`src/rtl/bcd_disp_pkg.sv`:
```
// Shared constants for seven-segment display paths: active-low segment codes and a width helper.
// Latency: n/a (package only).
// Backpressure: n/a.
// Segment bit order is {g,f,e,d,c,b,a}; a 0 lights the segment (common-anode display).
package bcd_disp_pkg;

    localparam logic [6:0] SEG_0     = 7'b1000000;
    localparam logic [6:0] SEG_1     = 7'b1111001;
    localparam logic [6:0] SEG_2     = 7'b0100100;
    localparam logic [6:0] SEG_3     = 7'b0110000;
    localparam logic [6:0] SEG_4     = 7'b0011001;
    localparam logic [6:0] SEG_5     = 7'b0010010;
    localparam logic [6:0] SEG_6     = 7'b0000010;
    localparam logic [6:0] SEG_7     = 7'b1111000;
    localparam logic [6:0] SEG_8     = 7'b0000000;
    localparam logic [6:0] SEG_9     = 7'b0010000;
    localparam logic [6:0] SEG_BLANK = 7'b1111111;

    // Counter width for n states; never below 1 bit so n=1 still yields a legal vector.
    function automatic int idx_width(input int n);
        return (n > 1) ? $clog2(n) : 1;
    endfunction

endpackage

```
`src/rtl/bcd_to_seven_seg.sv`:
```
// Combinational BCD digit to active-low seven-segment decoder.
// Latency: 0 cycles (pure combinational).
// Backpressure: none.
// Ports: bcd [3:0] digit code in; seg_n [6:0] {g,f,e,d,c,b,a} active-low out.
// Codes 10..15 decode to an all-dark pattern; no error is flagged.
module bcd_to_seven_seg
    import bcd_disp_pkg::*;
(
    input  logic [3:0] bcd,
    output logic [6:0] seg_n
);

    always_comb begin
        seg_n = SEG_BLANK;
        case (bcd)
            4'd0:    seg_n = SEG_0;
            4'd1:    seg_n = SEG_1;
            4'd2:    seg_n = SEG_2;
            4'd3:    seg_n = SEG_3;
            4'd4:    seg_n = SEG_4;
            4'd5:    seg_n = SEG_5;
            4'd6:    seg_n = SEG_6;
            4'd7:    seg_n = SEG_7;
            4'd8:    seg_n = SEG_8;
            4'd9:    seg_n = SEG_9;
            default: seg_n = SEG_BLANK;
        endcase
    end

endmodule

```
`src/rtl/bcd_display_scan.sv`:
```
// Time-multiplexed common-anode seven-segment scanner with double-buffered BCD digit updates.
// Latency: seg_n/an_n follow the scan index by 1 cycle; loaded digits appear from slot 0 of the next frame.
// Backpressure: none; load is a fire-and-forget strobe, the last load in a frame wins.
// Ports: Clk, Reset_n (async, active-low); load + bcd_in [4*NUM_DIGITS-1:0] ([3:0] = digit 0);
//        seg_n [6:0] active-low segments; an_n [NUM_DIGITS-1:0] one-hot active-low digit enable;
//        frame_done 1-cycle pulse after each complete scan frame.
// Optional build macro LEADING_ZERO_BLANK_EN: darkens leading zero digits (digit 0 always shown).
module bcd_display_scan
    import bcd_disp_pkg::*;
#(
    parameter int NUM_DIGITS = 11,
    parameter int PRESCALE   = 50000
)
(
    input  logic                    Clk,
    input  logic                    Reset_n,
    input  logic                    load,
    input  logic [4*NUM_DIGITS-1:0] bcd_in,
    output logic [6:0]              seg_n,
    output logic [NUM_DIGITS-1:0]   an_n,
    output logic                    frame_done
);

    localparam int IW = idx_width(NUM_DIGITS);
    localparam int CW = idx_width(PRESCALE);
    localparam logic [IW-1:0] LAST_IDX = IW'(NUM_DIGITS - 1);
    localparam logic [CW-1:0] PS_MAX   = CW'(PRESCALE - 1);

    logic [CW-1:0]           ps_cnt;
    logic [IW-1:0]           idx;
    logic [4*NUM_DIGITS-1:0] disp_reg;
    logic [4*NUM_DIGITS-1:0] pend_reg;
    logic                    pend_flag;
    logic [NUM_DIGITS-1:0]   blank_mask;

    logic                    tick;
    logic                    boundary;
    logic                    disp_wr;
    logic [4*NUM_DIGITS-1:0] disp_next;
    logic [3:0]              cur_digit;
    logic                    cur_blank;
    logic [NUM_DIGITS-1:0]   an_next;
    logic [6:0]              dec_seg;

    assign tick     = (ps_cnt == PS_MAX);
    assign boundary = tick && (idx == LAST_IDX);

    // A load landing on the boundary bypasses the pending buffer and takes priority over it.
    assign disp_wr   = boundary && (load || pend_flag);
    assign disp_next = load ? bcd_in : pend_reg;

    // Select the digit, blank bit and anode for the current slot.
    always_comb begin
        cur_digit = 4'd0;
        cur_blank = 1'b0;
        an_next   = '1;
        for (int i = 0; i < NUM_DIGITS; i++) begin
            if (idx == IW'(i)) begin
                cur_digit  = disp_reg[4*i +: 4];
                cur_blank  = blank_mask[i];
                an_next[i] = 1'b0;
            end
        end
    end

    bcd_to_seven_seg u_dec (
        .bcd   (cur_digit),
        .seg_n (dec_seg)
    );

    always_ff @(posedge Clk or negedge Reset_n) begin
        if (!Reset_n) begin
            ps_cnt     <= '0;
            idx        <= '0;
            disp_reg   <= '0;
            pend_reg   <= '0;
            pend_flag  <= 1'b0;
            seg_n      <= SEG_BLANK;
            an_n       <= '1;
            frame_done <= 1'b0;
        end else begin
            ps_cnt <= tick ? '0 : ps_cnt + CW'(1);
            if (tick) begin
                idx <= (idx == LAST_IDX) ? '0 : idx + IW'(1);
            end
            frame_done <= boundary;
            seg_n      <= cur_blank ? SEG_BLANK : dec_seg;
            an_n       <= an_next;

            if (disp_wr) begin
                disp_reg <= disp_next;
            end

            if (boundary) begin
                pend_flag <= 1'b0;
            end else if (load) begin
                pend_reg  <= bcd_in;
                pend_flag <= 1'b1;
            end
        end
    end

`ifdef LEADING_ZERO_BLANK_EN
    // Digit i (i>0) is dark when it and every higher digit are zero; digit 0 never darkens.
    function automatic logic [NUM_DIGITS-1:0] lz_mask(input logic [4*NUM_DIGITS-1:0] d);
        logic [NUM_DIGITS-1:0] m;
        logic                  hz;
        m  = '0;
        hz = 1'b1;
        for (int i = NUM_DIGITS - 1; i > 0; i--) begin
            hz   = hz && (d[4*i +: 4] == 4'd0);
            m[i] = hz;
        end
        return m;
    endfunction

    // Reset value matches an all-zero display register.
    localparam logic [NUM_DIGITS-1:0] RST_MASK = ~NUM_DIGITS'(1);

    // Mask is computed once on each display write so the scan path only indexes it.
    always_ff @(posedge Clk or negedge Reset_n) begin
        if (!Reset_n) begin
            blank_mask <= RST_MASK;
        end else if (disp_wr) begin
            blank_mask <= lz_mask(disp_next);
        end
    end
`else
    assign blank_mask = '0;
`endif

endmodule
```
`config.mk`:
```
export PLATFORM = sky130hd
export DESIGN_NAME = bcd_display_scan
export DESIGN_NICKNAME = d
export VERILOG_FILES = /design/src/rtl/bcd_disp_pkg.sv /design/src/rtl/bcd_to_seven_seg.sv /design/src/rtl/bcd_display_scan.sv
export SDC_FILE = /design/constraint.sdc
export NUM_CORES = 1
export LEC_CHECK = 0
export CORE_ASPECT_RATIO = 2
export CORE_MARGIN = 2
export CORE_UTILIZATION = 51
export DETAILED_ROUTE_END_ITERATION = 8
export PLACE_DENSITY = 0.76
export SLEW_MARGIN = 20
export SYNTH_ARGS = -nofsm -noshare
export SYNTH_HDL_FRONTEND = slang
export SYNTH_SLANG_ARGS = --single-unit
```
`constraint.sdc`:
```
create_clock -name Clk -period 1.9 [get_ports Clk]
set_input_delay 0.38 -clock Clk [delete_from_list [all_inputs] [get_ports Clk]]
set_output_delay 0.38 -clock Clk [all_outputs]
set_load 0.01 [all_outputs]
```
Word-level counts from Yosys, hierarchy flattened:

Memories as Yosys holds them, arrays and structs flattened. A register that Yosys moved wholly into a read port is not among the register bits.
Cells that the tools add are included.

* memories kept: 1
* input port bits: 47
* register bits after elaboration: 121
* logic and storage cells: 54
* ROM bits: 112

* $add $sub $neg: 2
* reductions and logical operators: 6
* equal/unequal tests: 11
* multiplexer cells: 27

Memory list
* (name not given): depth 16, width 7, rd ports 1, clocked after memory_dff 1, wr ports 0, line bcd_to_seven_seg.sv:15 `case (bcd)`

Operator list (count)
* 4-bit two-way mux: 12
* 44-bit two-way mux: 1
* 16-bit by 1-bit adder with 16-bit output (second input constant): 1
* 16-bit equality test (second input constant): 1
* 4-bit by 3-bit equality test with 1-bit output (second input constant): 4
* 16-bit two-way mux: 1
* 1-bit two-way mux: 13
* 4-bit equality test (second input constant): 3
* 4-bit by 2-bit equality test with 1-bit output (second input constant): 2
* 4-bit by 1-bit adder with 4-bit output (second input constant): 1
* 4-bit by 1-bit equality test with 1-bit output (second input constant): 1
* 4-bit zero test: 1
* 1-bit logical AND: 2
* 2-bit nonzero test: 1
* 1-bit zero test: 1
* 1-bit logical OR: 1

Depth between registers and ports, before layout:

Gate-level depths: netlist (run 1).

* word-level depth: 12
* gate-level depth with buffers: 10
* mapped depth without buffers: 8

Modules after synthesis:

A second synthesis (run 1) with hierarchy kept.

* cell total of the unflattened synthesis: 450
* area total of the unflattened synthesis: 5974.5 um^2

By module, submodules not included
* bcd_display_scan: instances 1, area an instance 5764.3 um^2, cells an instance 417
* bcd_to_seven_seg: instances 1, area an instance 210.2 um^2, cells an instance 33

Least setup slack after synthesis (run 1):

OpenSTA, ideal clock, no wires.

* path kind: register to register
* start: register idx[2]
* end: register seg_n[3]
* arrival: 1991 ps
* setup time: 72 ps
* cell stages (with the launch flop): 10
* slack: -163 ps
* cells stage by stage: dfrtp_1 buf_4 nor2_1 and3_1 o2bb2ai_1 a32oi_2 ha_1 nor3_1 a31oi_1 o21ai_1

* longest elaborated chain between the ends: 12

Ends and longest elaborated chain
* from (decl): line bcd_display_scan.sv:30 `logic [IW-1:0] idx;`
* from (signal assigned): line bcd_display_scan.sv:84 `idx <= (idx == LAST_IDX) ? '0 : idx + IW'(1);`
* 4-bit zero test: line bcd_display_scan.sv:58 `if (idx == IW'(i)) begin`
* 4-bit two-way mux (10 in series): line bcd_display_scan.sv:58
* 4-bit two-way mux *: line bcd_display_scan.sv:58
* to (decl): line bcd_display_scan.sv:19 `output logic [6:0] seg_n,`

Mark *: on every way between the ends. The rest lies on a longest branch, timed or not.
A chain may end at the register's enable or synchronous reset.

Final worst setup path (run 1):

* start: register idx[0]
* end: register seg_n[3]

Same word-level chain as after synthesis.

==> key figures, run 1 <==
GRT
  • Routing usage on met1: 27.9%
  • Busiest grt layer: met2
  • Met3 usage: 4.80%
  • Total gr overflow: 0
  • First-pass GRT wire length: 22,500 um
  • GRT Total Usage: 23.7%
  • Pin count of the biggest net entering global routing: 60
  • Met2 Usage GRT: 41.4%
  • Vias in the first global route: 4,571
  • Initial antenna violation count: 0

Floorplanning
  • Chip Height: 156 um
  • Io pins: 66
  • Starting Density: 52.2%
  • Die width: 80.0 um
  • Core area: 11,300 sq um
  • Die area: 12,500 sq um
  • Cell Rows: 55

STA
  • Unrepaired setup endpoints after global routing: true
  • Setup-failing EPs final: 75
  • Least-Margin Pin Slew: 0.478 ns
  • TNS Setup: -3.17 ns
  • Period utilization: 109%
  • Final Slew Violations: 0
  • Max Clk Rate: 482 MHz
  • Slew margin rel.: 67.3%
  • Setup slack after layout: -0.173 ns
  • Layout Skew: 0.00777 ns
  • Final Hold Violating Endpoints: 0
  • Fin crit period: 2.07 ns

Synthesis
  • Primary FF master, synth: dfrtp_1
  • Number of synthesized flops with an enable pin: 0
  • Ys Warns: 0
  • Synth cell types: 63
  • Largest cells by area after synthesis: dfrtp_1 (47%), mux2_2 (8.8%), dfstp_2 (8.0%), mux2i_1 (8.0%), a21oi_1 (4.2%)
  • Mapped Cells: 501
  • Post-Syn Area: 5890 sq um
  • Ys async rst share: 100%
  • Synth top area share: 46.7%
  • Largest area contributor in the netlist: dfrtp_1
  • Post-Synthesis Mean Instance Area: 11.8 sq um
  • Yosys reg bits: 128
  • Syn_nets: 550
  • Seq/Total Area, Yosys: 54.8%

Clock tree
  • CTS Buffer Depth: 2
  • Clock slew at the register clock pins of the worst setup and hold paths: 0.06 ns
  • Worst skew pair latency: 0.42 ns
  • Htree depth: 4
  • Root buffer cell: clkbuf_16
  • CTS tree: done
  • CTS sink cnt: 128
  • CTS Buf Count: 17

Cells and area
  • Antenna Cells: 0
  • Share of cells above drive strength 1: 43.6%
  • Most frequent cells in the layout: dfrtp_1 (106), buf_4 (65), clkdlybuf4s50_1 (63), nor2_1 (56), mux2i_1 (47)
  • Layout filler cell count: 666
  • Sequential cell area: 3230 sq um
  • Commonest non-fill, non-tap cell in the layout: dfrtp_1
  • Area grow syn2layout: 48.0%
  • Nets@finish: 701
  • Multi-input gate area: 3020 sq um

Power
  • Static leakage: 3.88 nW
  • Worst vdd ir: 0.880 mV
  • PwrDens: 800 nW/um^2
  • Total Power: 6.97 mW

Route
  • Routed wire length: 16,800 um
  • Via count: 4,710
  • DR DRC count: 0
  • ANT nets after route: 0
  • Initial DRT Pass Iterations: 4
  • Vias per cell: 5.84
  • DRT iter0 DRCs: 331
  • Average wire per standard cell: 20.8 um

Placement
  • RePlAce Congestion: 0.880
  • DP HPWL: 9450 um
  • Port Buffers: 65

Outcome
  • Status: finished with violations
  • Failing checks: setup timing

Setup path
  • Crit Path Class: register to register
  • Critical path arrival: 2.41 ns
  • Required @ worst endpoint: 2.24 ns
  • Crit-path max FO: 7
  • Type of origin of the critical path: register
  • Nature of the critical path endpoint: register

Flow run
  • Max-Cap Viols: 0

Hold path
  • Min-delay worst type: input pin to async pin
[final timing paths]
check                                    startpoint                  endpoint  slack (ns)  depth (start not counted)
max in group asynchronous                   Reset_n         an_n[9]$_DFF_PN1_        0.88                          3
min in group Clk           pend_reg[26]$_DFFE_PN0N_  pend_reg[26]$_DFFE_PN0N_        0.51                          1
max reg2reg                      idx[0]$_DFFE_PN0N_        seg_n[3]$_DFF_PN1_       -0.17                          8
min reg2reg                pend_reg[26]$_DFFE_PN0N_  pend_reg[26]$_DFFE_PN0N_        0.51                          1
min                                         Reset_n  pend_reg[39]$_DFFE_PN0N_        0.38                          2
max                              idx[0]$_DFFE_PN0N_        seg_n[3]$_DFF_PN1_       -0.17                          8
[through the flow]
step / area [sq um] / hold slack, ns / setup WS (ns) / instances / utilization [%]
floorplan: 5910 / 0.0844 / -0.0635 / 501 / -
global placement: 7090 / 0.280 / -0.111 / 743 / 62.8
detailed placement: 7090 / 0.286 / -0.154 / 743 / 62.8
CTS: 7800 / 0.389 / -0.114 / 779 / 69.1
global route: 8710 / 0.402 / -0.266 / 807 / 77.2
finish: 8710 / 0.382 / -0.173 / 807 / 77.2
[critical path, stage by stage (launching register included)]
cell and delay [ns]:
dfrtp_2 0.42, buf_6 0.17, mux4_2 0.53, nand2_1 0.08, o211ai_1 0.15, ha_1 0.38, nor3_2 0.05, a31oi_1 0.13
o21ai_1 0.08
[cell type report]
cell class	count	share of cell area, %
tap	142	2.04
clock inverter	13	1.31
sequential	128	37.1
multi-input combinational	337	34.6
inverter	5	0.244
timing repair buffer	163	19.5
clock buffer	19	5.20
[power by group]
group,switching (mW),internal [mW],leakage [nW]
Sequential,0.114,2.91,1.54
Clock,1.25,1.86,0.267
Combinational,0.374,0.460,2.08
Total,1.74,5.23,3.88
[what timing repair did]
item	in CTS	in global routing
endpoints found under the hold margin	17	0
hold buffers	1	0
buffers inserted	2	17
pin swaps	4	12
endpoints found under the setup margin	92	95
gates resized for setup	29	140
cloned	1	12
[metal layers]
layer	vias to the layer above	wire length, um	part of all wire, %
met2	148	9250	55
met4	0	692	4.1
met1	2439	6230	37
li1	2077	-	-
met5	-	0	0
met3	46	590	3.5
[cells by family after synthesis]
logic type,count (synthesis),synth area share [%]
buf+inv,36,3.63
simple gates,134,11.0
compound gates,89,9.88
flops,128,54.8
fa+ha+maj,2,0.425
mux,97,18.0
xor+xnor,15,2.23
[Yosys cell counts, drive strengths merged, types with 4 or more instances]
library cell and n:
inv 5, nand2b 4, nand2 21, mux2 48, buf 24, mux2i 47
nor2b 4, a21oi 49, o2bb2ai 5, dfstp 18, and3 8, nor3 4
xor2 6, nor2 66, xnor2 9, dfrtp 110, o21ai 10, clkbuf 7
nand3 12
Power figures use the tool's default switching activity.
==> run 2, diff against run 1 <==
CORE_UTILIZATION = 45   (was 51)
CTS_CLUSTER_SIZE = 28   (was default)
PLACE_DENSITY = 0.66   (was 0.76)
clock period = 2.5 ns   (was 1.9 ns; I/O delays follow)
==> run 2 against run 1 <==
The run now ends clean; clock power down 20%; non-clock buffer count shrank 82; via count shrank 15%; hold slack worse by 0.36 ns; utilization shrank 21 points.
==> key figures, run 2 (synthesized netlist as in run 1, its figures left out) <==
Cells and area
  • Post-route cell area: 7300 sq um
  • Area grow syn2layout: 24.0%
  • Commonest non-fill, non-tap cell in the layout: dfrtp_1
  • Nets@finish: 619
  • Antenna Cells: 0
  • Share of cells above drive strength 1: 22.5%
  • Final non-filler cell total: 735
  • Most frequent cells in the layout: dfrtp_1 (109), nor2_1 (63), clkdlybuf4s50_1 (63), a21oi_1 (49), mux2i_1 (47)
  • Final Core Density: 56.5%

Setup path
  • Reg2Reg Depth: 7
  • Crit Path Class: register to register
  • Reg2reg setup slack: 0.18 ns
  • CP startpoint: idx[0]$_DFFE_PN0N_
  • Type of origin of the critical path: register
  • CP endpoint: seg_n[5]$_DFF_PN1_
  • Crit-path max FO: 23
  • Required @ worst endpoint: 2.82 ns
  • Critical path arrival: 2.64 ns
  • Worst R2R End: seg_n[5]$_DFF_PN1_
  • R2R Path Start: idx[0]$_DFFE_PN0N_
  • Nature of the critical path endpoint: register

Flow run
  • Max-Cap Viols: 0

STA
  • Final Hold Violating Endpoints: 0
  • Final Slew Violations: 0
  • TNS Setup: 0 ns
  • Slew margin rel.: 66.1%
  • Fin crit period: 2.32 ns
  • Hold WS: 0.0206 ns
  • Least-Margin Pin Slew: 0.508 ns
  • Period utilization: 92.6%
  • Max Clk Rate: 432 MHz
  • Setup-failing EPs final: 0
  • Unrepaired setup endpoints after global routing: false
  • Layout Skew: 0.00627 ns

Floorplanning
  • Starting Density: 45.6%
  • Chip Height: 166 um
  • Die area: 14,100 sq um
  • Io pins: 66
  • Cell Rows: 59
  • Die width: 84.9 um
  • Core area: 12,900 sq um

Hold path
  • Min-delay worst type: input pin to async pin

Route
  • Vias per cell: 5.45
  • Via count: 4,003
  • Average wire per standard cell: 17.2 um
  • Routed wire length: 12,600 um
  • Initial DRT Pass Iterations: 4
  • DR DRC count: 0
  • ANT nets after route: 0
  • DRT iter0 DRCs: 212

Power
  • PwrDens: 717 nW/um^2
  • Static leakage: 3.17 nW
  • Worst vdd ir: 0.575 mV

Clock tree
  • Root buffer cell: clkbuf_16
  • CTS tree: done
  • Htree depth: 4
  • Number of setup buffers added after CTS: 0
  • Worst skew pair latency: 0.41 ns
  • Clock slew at the register clock pins of the worst setup and hold paths: 0.06 ns
  • CTS Buffer Depth: 2
  • CTS sink cnt: 128
  • CTS Buf Count: 17

GRT
  • GRT Total Usage: 19.4%
  • Initial antenna violation count: 0
  • Pin count of the biggest net entering global routing: 75
  • Vias in the first global route: 4,179
  • First-pass GRT wire length: 21,200 um
  • Total gr overflow: 0

Outcome
  • Status: complete, no violations

Placement
  • Port Buffers: 65
  • DP HPWL: 9100 um
  • RePlAce Congestion: 0.884
  • Dpl cells: 703
  • Area after DPL: 6700 sq um
==> run 2: cell count changes in the layout (fill, tap and decap cells not counted), moves of 4 or more <==
cell,change
a21oi_2,-39
mux2_4,-45
buf_4,-52
buf_6,-11
nor2_2,-4
buf_8,-6
mux2_2,+44
a21oi_1,+45
a21oi_4,-6
o21ai_0,+5
nor2_1,+7
clkbuf_16,-8
==> run 2: critical path, cell delays in order (launching register included) <==
cell      delay, ns
dfrtp_1        0.63
buf_12         0.22
mux2_2         0.36
and3_1         0.21
a221oi_4       0.31
nor2_2         0.11
nor2_1         0.23
a22oi_1        0.15
==> run 2: worst min path at each step <==
| stage | slack, ns | depth (start not counted) | end | startpoint |
|---|---|---|---|---|
| after global placement | 0.45 | 1 | pend_reg[40]$_DFFE_PN0N_ | Reset_n |
| final | 0.02 | 1 | pend_reg[40]$_DFFE_PN0N_ | Reset_n |
| after global routing | 0.04 | 1 | pend_reg[40]$_DFFE_PN0N_ | Reset_n |
| after floorplan | 0.20 | 0 | disp_reg[0]$_DFFE_PN0P_ | Reset_n |
| after detailed placement | 0.47 | 1 | pend_reg[40]$_DFFE_PN0N_ | Reset_n |
| after CTS | 0.03 | 1 | pend_reg[40]$_DFFE_PN0N_ | Reset_n |
==> run 2: metal layers <==
| layer | up-vias | wire length [um] | GRT usage (%) |
|---|---|---|---|
| met5 | - | 0 | 0 |
| met3 | 23 | 333 | 3.93 |
| li1 | 1908 | - | - |
| met1 | 1991 | 4860 | 22.0 |
| met2 | 81 | 7080 | 34.9 |
| met4 | 0 | 371 | 7.66 |
==> run 2: metrics by stage <==
step | total power, mW | setup WS, ns
after CTS | 5.30 | 0.123
after global placement | 2.77 | 0.244
after global routing | 5.43 | 0.00786
after detailed placement | 2.79 | 0.170
final | 5.24 | 0.184
after floorplan | 2.55 | 0.437
==> run 2: final cells by class <==
| cell class | count | area (sq um) |
|---|---|---|
| fillers | 1095 | 5620 |
| well taps | 152 | 190 |
| flip-flops and latches | 128 | 3230 |
| repair buffers | 81 | 813 |
| clock buffers | 17 | 425 |
| multi-input cells | 337 | 2460 |
| clock inverters | 15 | 169 |
| inverters | 5 | 18.8 |
==> run 2: where the power goes <==
group          internal (mW)  switching, mW  leakage (nW)
clock                   1.56          0.931         0.289
sequential              2.21         0.0716          1.54
combinational          0.251          0.209          1.34
total                   4.03           1.21          3.17
==> run 2: what timing repair did <==
item,in CTS,in global routing
hold endpoints to repair,0,0
resized for setup,0,2
endpoints found under the setup margin,0,5
hold buffers,0,0
==> run 3, diff against run 2 <==
CELL_PAD_IN_SITES_DETAIL_PLACEMENT = 0   (was default)
CELL_PAD_IN_SITES_GLOBAL_PLACEMENT = 1   (was default)
CTS_CLUSTER_DIAMETER = 120   (was default)
PLACE_DENSITY = default   (was 0.66)
PLACE_DENSITY_LB_ADDON = 0.1   (was default)
==> run 3 against run 2 <==
Maximum frequency increased by 1.5%; largest cell class unchanged; clock skew increased by 0.0040 ns; global-route usage increased by 0.88 points; routed wire length increased by 4.9%; critical path type unchanged; highest routed layer unchanged; non-clock buffer count increased by 6.
==> key figures, run 3 (synthesized netlist as in run 1, its figures left out) <==
Setup path
  • Required @ worst endpoint: 2.84 ns
  • Crit-path max FO: 14
  • Reg2Reg Depth: 6
  • R2R Path Start: idx[2]$_DFFE_PN0N_
  • Crit Path Class: register to register
  • Critical path arrival: 2.62 ns
  • CP startpoint: idx[2]$_DFFE_PN0N_
  • Reg2reg setup slack: 0.22 ns
  • Type of origin of the critical path: register
  • CP endpoint: seg_n[2]$_DFF_PN1_
  • Nature of the critical path endpoint: register
  • Worst R2R End: seg_n[2]$_DFF_PN1_

GRT
  • GRT Total Usage: 20.2%
  • First-pass GRT wire length: 22,200 um
  • Initial antenna violation count: 0
  • Pin count of the biggest net entering global routing: 69
  • Vias in the first global route: 4,288
  • Total gr overflow: 0

Placement
  • RePlAce Congestion: 0.824
  • Pre-CTS WS: 0.0766 ns
  • Area after DPL: 6740 sq um
  • Port Buffers: 65
  • DP HPWL: 9570 um

STA
  • Slew margin rel.: 66.7%
  • Least-Margin Pin Slew: 0.499 ns
  • Max Clk Rate: 438 MHz
  • Final Hold Violating Endpoints: 0
  • Layout Skew: 0.0103 ns
  • TNS Setup: 0 ns
  • Setup-failing EPs final: 0
  • Setup slack after layout: 0.217 ns
  • Hold WS: 0.477 ns
  • Period utilization: 91.3%
  • Unrepaired setup endpoints after global routing: false
  • Fin crit period: 2.28 ns
  • Final Slew Violations: 0

Clock tree
  • Worst skew pair latency: 0.41 ns
  • CTS Buf Count: 17
  • CTS Buffer Depth: 2
  • Root buffer cell: clkbuf_16
  • Clock slew at the register clock pins of the worst setup and hold paths: 0.06 ns
  • CTS tree: done
  • Htree depth: 4
  • CTS sink cnt: 128

Floorplanning
  • Cell Rows: 59
  • Die area: 14,100 sq um
  • Starting Density: 45.6%
  • Chip Height: 166 um
  • Core area: 12,900 sq um
  • Io pins: 66
  • Die width: 84.9 um

Hold path
  • Min-delay worst type: input pin to async pin

Power
  • Worst vdd ir: 0.635 mV
  • Static leakage: 3.21 nW
  • PwrDens: 722 nW/um^2

Cells and area
  • Nets@finish: 625
  • Antenna Cells: 0
  • Layout filler cell count: 1,158
  • Share of cells above drive strength 1: 23.3%
  • Post-route cell area: 7370 sq um
  • Most frequent cells in the layout: dfrtp_1 (108), nor2_1 (63), clkdlybuf4s50_1 (63), a21oi_1 (49), mux2i_1 (47)
  • Commonest non-fill, non-tap cell in the layout: dfrtp_1
  • Area grow syn2layout: 25.2%
  • Final Core Density: 57.1%

Route
  • DR DRC count: 0
  • DRT iter0 DRCs: 226
  • Vias per cell: 5.45
  • Initial DRT Pass Iterations: 4
  • Average wire per standard cell: 17.9 um
  • Via count: 4,037
  • ANT nets after route: 0
  • Routed wire length: 13,300 um

Flow run
  • Max-Cap Viols: 0

Outcome
  • Status: complete, no violations
[run 3: cell types whose count changed in the layout (fill, tap and decap cells not counted), sizes merged]
cell | before | now
dlygate4sd3 | 0 | 1
clkinv | 8 | 4
inv | 6 | 9
buf | 18 | 23
clkbuf | 17 | 18
[run 3: worst max-delay path, stage by stage, from the launching register on]
cell,delay [ns]
dfrtp_1,0.64
mux2_1,0.37
a221o_1,0.35
a221oi_4,0.35
nor2_2,0.12
or2_0,0.22
a21oi_1,0.16
[run 3: stage by stage]
step           power [mW]  cells
6_report             5.32    741
5_1_grt              5.53    741
4_1_cts              5.39    741
3_5_place_dp         2.79    708
3_3_place_gp         2.78    708
2_1_floorplan        2.55    501
[run 3: repair_timing]
action	CTS	global route
endpoints found under the hold margin	4	0
setup buffers	0	0
gates resized for setup	0	3
endpoints found under the setup margin	0	7
hold buffers	1	0
[run 3: where the power goes]
part	internal [mW]	switching, mW
logic	0.256	0.204
clock network	1.61	0.967
registers	2.21	0.0733
total	4.08	1.24
[run 3: how the worst min path moves through the flow]
stage | start | endpoint | slack [ns] | cells after the start
after floorplan | Reset_n | disp_reg[0]$_DFFE_PN0P_ | 0.20 | 0
final | Reset_n | pend_reg[41]$_DFFE_PN0N_ | 0.48 | 2
after global placement | Reset_n | pend_reg[41]$_DFFE_PN0N_ | 0.36 | 1
after global routing | Reset_n | pend_reg[41]$_DFFE_PN0N_ | 0.48 | 2
after CTS | Reset_n | pend_reg[41]$_DFFE_PN0N_ | 0.47 | 2
after detailed placement | Reset_n | pend_reg[41]$_DFFE_PN0N_ | 0.37 | 1
[run 3: layout make-up]
cell class / instances / area, sq um / area share, %
flip-flops and latches: 128 / 3230 / 43.8
repair buffers: 87 / 861 / 11.7
well taps: 152 / 190 / 2.58
clock buffers: 18 / 439 / 5.96
multi-input cells: 337 / 2460 / 33.3
inverters: 5 / 18.8 / 0.255
clock inverters: 14 / 179 / 2.43
[run 3: per-layer routing]
layer / track usage, % / vias to the layer above / wire length (um) / share of wire [%]
li1: - / 1926 / - / -
met5: 0 / - / 0 / 0
met1: 23.3 / 2006 / 5080 / 38
met4: 7.04 / 0 / 272 / 2.1
met3: 3.13 / 17 / 315 / 2.4
met2: 37.3 / 88 / 7590 / 57
